==> config.mk <==
export PLATFORM = sky130hd
export DESIGN_NAME = tdm_dac_transmitter
export DESIGN_NICKNAME = d
export VERILOG_FILES = /design/src/rtl/dac_pkg.sv /design/src/rtl/dac_sclk_gen.sv /design/src/rtl/tdm_dac_transmitter.sv
export SDC_FILE = /design/constraint.sdc
export NUM_CORES = 1
export LEC_CHECK = 0
export CORE_MARGIN = 4
export CORE_UTILIZATION = 48
export CTS_CLUSTER_DIAMETER = 120
export DETAILED_ROUTE_END_ITERATION = 8
export PLACE_DENSITY = 0.67
export SLEW_MARGIN = 20
export SYNTH_ARGS = -nofsm -noshare
export SYNTH_HDL_FRONTEND = slang
export SYNTH_SLANG_ARGS = --single-unit
==> constraint.sdc <==
create_clock -name clk -period 4 [get_ports clk]
set_input_delay 0.8 -clock clk [delete_from_list [all_inputs] [get_ports clk]]
set_output_delay 0.8 -clock clk [all_outputs]
set_load 0.05 [all_outputs]
==> src/rtl/dac_pkg.sv <==
// Shared definitions for the serial DAC transmitter: framing modes,
// controller states and a frame-length helper.
package dac_pkg;

  typedef enum logic [1:0] {
    MODE_I2S  = 2'd0,
    MODE_LJ   = 2'd1,
    MODE_TDM  = 2'd2,
    MODE_RSVD = 2'd3
  } mode_e;

  typedef enum logic {
    ST_IDLE = 1'b0,
    ST_RUN  = 1'b1
  } state_e;

  // Number of sclk periods in one frame.
  function automatic int frame_len(input int channels, input int slot_width);
    return channels * slot_width;
  endfunction

endpackage

==> src/rtl/dac_sclk_gen.sv <==
// Bit-clock generator: divides clk by 2*SCLK_DIV and flags the cycle in
// which sclk is about to rise or fall. Held cleared while not running.
module dac_sclk_gen #(
  parameter int SCLK_DIV = 2
) (
  input  logic clk,
  input  logic reset,
  input  logic run_i,
  output logic sclk_o,
  output logic fall_o,
  output logic rise_o
);

  localparam int CW = (SCLK_DIV > 1) ? $clog2(SCLK_DIV) : 1;

  logic [CW-1:0] cnt_q;
  logic          sclk_q;
  logic          tick;

  assign tick   = (cnt_q == CW'(SCLK_DIV - 1));
  assign fall_o = run_i & tick & sclk_q;
  assign rise_o = run_i & tick & ~sclk_q;
  assign sclk_o = sclk_q;

  // Half-period counter; sclk toggles when the counter wraps.
  always_ff @(posedge clk) begin
    if (reset || !run_i) begin
      cnt_q  <= '0;
      sclk_q <= 1'b0;
    end else if (tick) begin
      cnt_q  <= '0;
      sclk_q <= ~sclk_q;
    end else begin
      cnt_q  <= cnt_q + CW'(1);
    end
  end

endmodule

==> src/rtl/tdm_dac_transmitter.sv <==
// N-channel serial audio transmitter (I2S, left-justified, TDM/DSP-A).
// Frames enter a one-deep buffer over valid/ready and are serialised
// MSB first, one channel per slot, with zero padding after each sample.
module tdm_dac_transmitter
  import dac_pkg::*;
#(
  parameter int WIDTH      = 24,
  parameter int SLOT_WIDTH = 32,
  parameter int CHANNELS   = 2,
  parameter int SCLK_DIV   = 2
) (
  input  logic                         clk,
  input  logic                         reset,
  input  logic                         enable,
  input  logic [1:0]                   mode,
  input  logic [CHANNELS*WIDTH-1:0]    frame_data,
  input  logic                         frame_valid,
  output logic                         frame_ready,
  output logic                         sclk,
  output logic                         lrclk,
  output logic                         sd,
  output logic                         underrun
);

  localparam int DW   = CHANNELS * WIDTH;
  localparam int SW_W = (SLOT_WIDTH > 1) ? $clog2(SLOT_WIDTH) : 1;
  localparam int CH_W = (CHANNELS > 1) ? $clog2(CHANNELS) : 1;

  state_e            state_q;
  mode_e             mode_q;
  logic [DW-1:0]     buf_q;
  logic              full_q;
  logic              ready_q;
  logic [DW-1:0]     frame_q;
  logic [CH_W-1:0]   slot_q;
  logic [SW_W-1:0]   bit_q;
  logic              sd_q;
  logic              lrclk_q;
  logic              underrun_q;

  logic              sclk_fall;
  logic              sclk_rise;
  logic              last_bit;
  logic              last_slot;
  logic              frame_end;
  logic [CH_W-1:0]   nxt_slot;
  logic [SW_W-1:0]   nxt_bit;
  logic [DW-1:0]     load_frame;
  logic              hs;
  logic              start;
  logic              wrap;
  logic              load;
  logic              stop;
  logic              full_d;
  mode_e             mode_d;

  // Serial bit of slot s, slot bit b: sample MSB first, then zero padding.
  function automatic logic data_bit(input logic [DW-1:0] f, input int s, input int b);
    logic r;
    r = 1'b0;
    if (b < WIDTH) r = f[s*WIDTH + (WIDTH - 1 - b)];
    return r;
  endfunction

  // Word-select level presented together with position (s, b).
  function automatic logic lr_level(input mode_e m, input int s, input int b);
    int   ns;
    logic r;
    ns = s;
    if (b == SLOT_WIDTH - 1) ns = (s == CHANNELS - 1) ? 0 : s + 1;
    case (m)
      MODE_TDM: r = (s == CHANNELS - 1) && (b == SLOT_WIDTH - 1);
      MODE_LJ:  r = (s >= CHANNELS / 2);
      default:  r = (ns >= CHANNELS / 2);  // I2S leads the slot by one bit
    endcase
    return r;
  endfunction

  dac_sclk_gen #(
    .SCLK_DIV (SCLK_DIV)
  ) u_sclk_gen (
    .clk    (clk),
    .reset  (reset),
    .run_i  (state_q == ST_RUN),
    .sclk_o (sclk),
    .fall_o (sclk_fall),
    .rise_o (sclk_rise)
  );

  // Position stepping, frame boundary decisions and buffer bookkeeping.
  always_comb begin
    last_bit   = (bit_q == SW_W'(SLOT_WIDTH - 1));
    last_slot  = (slot_q == CH_W'(CHANNELS - 1));
    frame_end  = last_bit && last_slot;
    nxt_bit    = last_bit ? '0 : bit_q + SW_W'(1);
    nxt_slot   = slot_q;
    if (last_bit) nxt_slot = last_slot ? '0 : slot_q + CH_W'(1);
    load_frame = full_q ? buf_q : '0;
    hs         = frame_valid && ready_q;
    start      = (state_q == ST_IDLE) && enable && full_q;
    wrap       = (state_q == ST_RUN) && sclk_fall && frame_end;
    load       = start || (wrap && enable);
    stop       = wrap && !enable;
    full_d     = (full_q && !load) || hs;
    mode_d     = (mode == 2'd3) ? MODE_I2S : mode_e'(mode);
  end

  // Controller FSM with registered serial outputs and frame buffer.
  always_ff @(posedge clk) begin
    if (reset) begin
      state_q    <= ST_IDLE;
      mode_q     <= MODE_I2S;
      buf_q      <= '0;
      full_q     <= 1'b0;
      ready_q    <= 1'b1;
      frame_q    <= '0;
      slot_q     <= '0;
      bit_q      <= '0;
      sd_q       <= 1'b0;
      lrclk_q    <= 1'b0;
      underrun_q <= 1'b0;
    end else begin
      full_q     <= full_d;
      ready_q    <= !full_d;
      underrun_q <= 1'b0;
      if (hs) buf_q <= frame_data;

      case (state_q)
        ST_IDLE: begin
          sd_q    <= 1'b0;
          lrclk_q <= 1'b0;
          if (start) begin
            state_q <= ST_RUN;
            mode_q  <= mode_d;
            frame_q <= buf_q;
            slot_q  <= '0;
            bit_q   <= '0;
            // I2S position 0 would carry the previous frame's last bit; none exists.
            sd_q    <= (mode_d == MODE_I2S) ? 1'b0 : data_bit(buf_q, 0, 0);
            lrclk_q <= lr_level(mode_d, 0, 0);
          end
        end
        default: begin
          if (sclk_fall) begin
            if (stop) begin
              state_q <= ST_IDLE;
              slot_q  <= '0;
              bit_q   <= '0;
              sd_q    <= 1'b0;
              lrclk_q <= 1'b0;
            end else begin
              slot_q  <= nxt_slot;
              bit_q   <= nxt_bit;
              if (frame_end) begin
                frame_q    <= load_frame;
                underrun_q <= !full_q;
              end
              if (mode_q == MODE_I2S)
                sd_q <= data_bit(frame_q, int'(slot_q), int'(bit_q));
              else
                sd_q <= data_bit(frame_end ? load_frame : frame_q, int'(nxt_slot), int'(nxt_bit));
              lrclk_q <= lr_level(mode_q, int'(nxt_slot), int'(nxt_bit));
            end
          end
        end
      endcase
    end
  end

  assign frame_ready = ready_q;
  assign lrclk       = lrclk_q;
  assign sd          = sd_q;
  assign underrun    = underrun_q;

  // sclk_rise is not needed by the controller; outputs only move on falls.
  logic unused_rise;
  assign unused_rise = sclk_rise;

endmodule

Word level (Yosys, flattened, before mapping)
Cells that the tools add are included.
{ "word_totals": {"in_bits": 54, "reg_bits": 112} }
{ "op_classes": {"mux": 44, "bitwise_logic": 6, "n_reduce_logical": 27, "eq_ne": 7, "mul": 2, "order_cmp": 6, "add_sub_neg": 8} }
{ "op_table": {"columns": ["cell", "n"], "rows": [
  ["two-way mux 48 bit", 6],
  ["two-way mux 32 bit", 4],
  ["greater-or-equal comparator 32 x 2 -> 1 bit (second input constant)", 1],
  ["two-way mux 5 bit", 5],
  ["two-way mux 1 bit", 23],
  ["adder 7 x 6 -> 8 bit", 2],
  ["< comparator 8 bit (second input constant)", 2],
  ["binary-select mux 1 bit (select 6 bit)", 2],
  ["subtractor 5 x 5 -> 6 bit (first input constant)", 2],
  ["logical AND 1 bit", 10],
  ["< comparator 5 bit (second input constant)", 2],
  ["multiplier 1 x 2 -> 3 bit (second input constant)", 2],
  ["two-way mux 2 bit", 3],
  ["adder 5 x 1 -> 5 bit (second input constant)", 1],
  ["== test 5 x 1 -> 1 bit (second input constant)", 1],
  ["== test 5 bit (second input constant)", 1],
  ["logical NOT 1 bit", 5],
  ["OR reduction 5 bit", 1],
  ["== test 2 bit (second input constant)", 2],
  ["logical NOT 2 bit", 2],
  ["NOT 1 bit", 4],
  ["AND reduction 2 bit", 2],
  ["OR reduction 2 bit", 2],
  ["logical OR 1 bit", 3],
  ["other kinds (10)", 12]
]} }

Depth between registers and ports, before layout
{ "logic_depth": {"ltp_word": 13, "ltp_mapped": 14, "ltp_nobuf": 13} }

Cells and area by module
Synthesis repeated with hierarchy kept, for this count alone.
{ "unflattened": {"hier_cells": 759, "area_unflattened_um2": 6103.4} }
{ "by_module_without_submodules": {"columns": ["mod", "seq_area_each_um2", "instances", "area_each_um2", "cells_each"], "rows": [
  ["tdm_dac_transmitter", 2202.1, 1, 6025.8, 750],
  ["dac_sclk_gen", 40.0, 1, 77.6, 9]
]} }

Least setup slack after synthesis
Ideal clock, no wire load.
{ "synth_timing": {"path_kind": "register -> register", "from": "register bit_q[1]", "to": "register sd_q, in the netlist sd", "required_ns": 3.859, "arrival_ns": 2.862, "setup_ns": 0.141, "period_less_slack_ns": 3.004, "setup_slack_ns": 0.996, "stages_incl_launch_ff": 14, "path_cell_list": "dfxtp_1 ha_1 and3_1 ha_1 ha_1 ha_1 inv_1 fa_1 nand2b_1 a41o_1 nor4_1 a21oi_1 a31oi_1 a311oi_2"} }
{ "synth_between": {"elab_chain_len": 12, "elab_cells_between_ends": 27} }
{ "synth_rtl": {"columns": ["element", "line", "text"], "rows": [
  ["start, declared", "tdm_dac_transmitter.sv:36", "logic [SW_W-1:0] bit_q;"],
  ["start signal, assigned", "tdm_dac_transmitter.sv:153", "bit_q <= nxt_bit;"],
  ["adder 5 x 1 -> 5 bit or == test 5 bit (tied branches)", "tdm_dac_transmitter.sv:95, tdm_dac_transmitter.sv:92", null],
  ["two-way mux 5 bit or two-way mux 1 bit (tied branches)", "tdm_dac_transmitter.sv:95, tdm_dac_transmitter.sv:97", null],
  ["subtractor 5 x 5 -> 6 bit or multiplier 1 x 2 -> 3 bit (tied branches)", "tdm_dac_transmitter.sv:61", "if (b < WIDTH) r = f[s*WIDTH + (WIDTH - 1 - b)];"],
  ["adder 7 x 6 -> 8 bit", "tdm_dac_transmitter.sv:61", null],
  ["binary-select mux 1 bit (select 6 bit)", "tdm_dac_transmitter.sv:61", null],
  ["two-way mux 1 bit (implied by the code) (2 in series)", "tdm_dac_transmitter.sv:61", null],
  ["two-way mux 1 bit", "tdm_dac_transmitter.sv:61", null],
  ["two-way mux 1 bit", "tdm_dac_transmitter.sv:158", "if (mode_q == MODE_I2S)"],
  ["two-way mux 1 bit (*)", "tdm_dac_transmitter.sv:145", "if (stop) begin"],
  ["two-way mux 1 bit (*)", "tdm_dac_transmitter.sv:144", "if (sclk_fall) begin"],
  ["two-way mux 1 bit (*)", "tdm_dac_transmitter.sv:128", "case (state_q)"],
  ["end signal, assigned", "tdm_dac_transmitter.sv:139", "sd_q <= (mode_d == MODE_I2S) ? 1'b0 : data_bit(buf_q, 0, 0);"],
  ["end signal, assigned", "tdm_dac_transmitter.sv:159", "sd_q <= data_bit(frame_q, int'(slot_q), int'(bit_q));"],
  ["end signal, assigned", "tdm_dac_transmitter.sv:161", "sd_q <= data_bit(frame_end ? load_frame : frame_q, int'(nxt_slot), int'(nxt_bit));"],
  ["end, declared", "tdm_dac_transmitter.sv:37", "logic sd_q;"]
]} }
Mark *: on every way between the ends. The rest lies on a longest branch, timed or not. The select of a mux whose other input is x is not followed.
A chain may end at the register's enable or synchronous reset.

Worst setup path after layout
{ "layout_timing": {"from": "register bit_q[0]", "to": "register sd_q, in the netlist sd"} }
The elaborated chain is that of the path after synthesis.

==> run summary <==
headroom to the max-slew limit: 34.3%
Setup TNS: 0 ns
Clk Tree Root Cell: clkbuf_16
post-route minimum period: 3.38 ns
Worst Setup Path Type: reg -> reg
antenna cells: 0
Comb power frac: 10.3%
Syn Nets: 787
Post CTS Setup Buffer Count: 0
post-synthesis sequential area ratio: 37.8%
RSZ-0062 raised after global routing: false
clk sinks: 112
CTS tree: yes
first-pass GRT wire length: 27.0 mm
status: complete, no violations
most used cell, CP: ha_1
hold-fix buffers at CTS: 0
I/O Buffers: 58
Hold Vio Cnt, Final: 0
Cell Area, Synth: 0.00594 sq mm
width of the die: 119 um
Hold Crit Class: reg -> reg
Routed Antenna Nets: 0
worst endpoint required time: 4.20 ns
Skew-Pair Late Insertion Delay: 0.35 ns
Multi-input gate area: 0.00337 sq mm
worst clock skew: 0.00679 ns
NetSw: 592 uW
Critical Path AT: 3.58 ns
post-route cell area: 0.00690 sq mm
Final GP Congestion: 0.878
Fin Hold WS: 0.473 ns
area grow syn2layout: 16.2%
period utilisation layout: 84.4%
Pint: 1.71 mW
io pins: 59
layout cells sized above 1: 7.79%
Core ar.: 0.0121 sq mm
Vias/cell: 5.88
EDFF count, synth: 0
FFs w/ async S/R, synth: 0%
via count: 5,367
main flop type after synthesis: dfxtp_1
Syn Inst Count: 716
All-Layer GR Usage: 23.3%
number of global-route vias before repair: 5,333
power share of the clock group: 37.7%
commonest cells after routing, fill and taps aside: 126 x nand2_1, 111 x dfxtp_1, 92 x a21oi_1
synth unique cells: 47
post-DP HPWL: 10.9 mm
WL/cell: 17.4 um
Starting Density: 49.2%
final core area utilization: 57.2%
Flop pwr share: 52.0%
Slew Viols, Final: 0
Ys Warns: 0
Max-Cap Viols: 0
post_cts resized: 0
Area after DPL: 0.00661 sq mm
Final Setup Violations: 0
clock buffer depth: 2
Clock transition at path regs: 0.07 ns
grt ovf: 0
Final #Nets: 811
commonest non-fill, non-tap cell in the layout: nand2_1
fin cells: 913
DR iter-0 viols: 449
Slew @ Worst Pin: 0.986 ns
pin count of the biggest net entering global routing: 50
CP Max Fanout: 7
DRC: 0
synthesized flop and latch total: 112
Worst VDD drop: 310 uV
Pwr Density: 333 mW/mm^2
crit-path max cell delay: 0.55 ns
CTS buffer count: 9
final WL: 15.9 mm
slowest CP cell: fa_1
total power: 2.30 mW
die area: 0.0142 sq mm
filler cell count in the final layout: 1,114
FP Rows: 40
Switching Fraction: 25.7%
H-tree Lvls: 3
DIE HEIGHT: 119 um
placed cell count: 897
kind of end point of the critical path: flip-flop
worst setup margin: 0.622 ns
initial antenna violation count: 0
FMAX: 296 MHz
Cell Chain, Critical Path: ha_1 -> and3_1 -> ha_1 -> nor2_1 -> ha_1 -> fa_1 -> nand2b_1 -> a41o_1 -> nor4_1 -> a21oi_1 -> a31oi_1 -> a311oi_2
Syn Area/Cell: 8.29 sq um
Leak: 2.48 nW
pre-CTS setup slack: 0.637 ns
total area of sequential cells: 0.00224 sq mm
CP Launch Type: flip-flop
DRT Pass-1 Iters: 7
[kinds of logic (layout without fill, tap and decap cells)]
group                    count (synthesis)  count (layout)  share of synthesized area (%)
buffers and inverters                   78             107                           5.65
AND/OR/NAND/NOR                        279             279                           20.3
flip-flops                             112             112                           37.8
multiplexers                            34              34                           11.2
adder cells (fa/ha/maj)                 17              17                           3.83
XOR/XNOR                                 4               4                          0.590
AO/OA/AOI/OAI                          192             192                           20.7
[cell usage after synthesis (12+ instances only)]
cell type    n  area, sq um
a211oi_1    22          165
a21oi_1     93          465
a22oi_1     36          270
and2_1      18          113
and3_1      22          138
buf_2       12         60.1
clkbuf_1    41          154
dfxtp_1    112         2240
ha_1        15          188
inv_1       16         60.1
mux4_2      18          405
nand2_1    126          473
nor2_1      88          330
[worst max-delay path, delay by kind of cell, from the launching register on]
kind,cells,cell delay (ns)
AOI/OAI and AO/OA,4,0.62
DFF,1,0.32
and+or+nand+nor,4,0.98
adders and majority gates,4,1.31
[metal layers]
metal / up-vias / track usage (%) / wire length (um)
li1: 2603 / - / -
met4: 0 / 6.23 / 231
met5: - / 0 / 0
met1: 2571 / 31.0 / 7140
met3: 19 / 5.51 / 975
met2: 174 / 38.1 / 7550
[layout make-up]
class | count | share of cell area [%]
flip-flops and latches | 112 | 32.5
repair buffers | 75 | 10.6
inverters | 16 | 0.870
multi-input cells | 526 | 48.8
well taps | 168 | 3.05
clock buffers | 10 | 3.46
clock inverters | 6 | 0.743
[state kept, by name, summed over array words and instances, names as in the netlist]
name / cells
full_q: 1
mode_q: 2
sd: 1
u_sclk_gen.cnt_q: 1
underrun: 1
frame_q: 48
u_sclk_gen.sclk_o: 1
bit_q: 5
state_q: 1
last_slot: 1
frame_ready: 1
buf_q: 48
lrclk: 1
[power groups by stage]
stage	Combinational, mW	Sequential [mW]	Clock, mW
after floorplan	0.143	1.21	0
after global placement	0.229	1.22	0
after detailed placement	0.237	1.22	0
after CTS	0.239	1.19	0.890
after global routing	0.265	1.20	0.942
final	0.237	1.20	0.869
[worst paths after layout]
path,startpoint,end,slack (ns),cells after the start
setup / recovery,bit_q[0],sd,0.62,12
hold / removal,buf_q[33],buf_q[33],0.47,2
setup reg to reg,bit_q[0],sd,0.62,12
hold reg to reg,buf_q[33],buf_q[33],0.47,2
(Power assumes the default switching activity.)
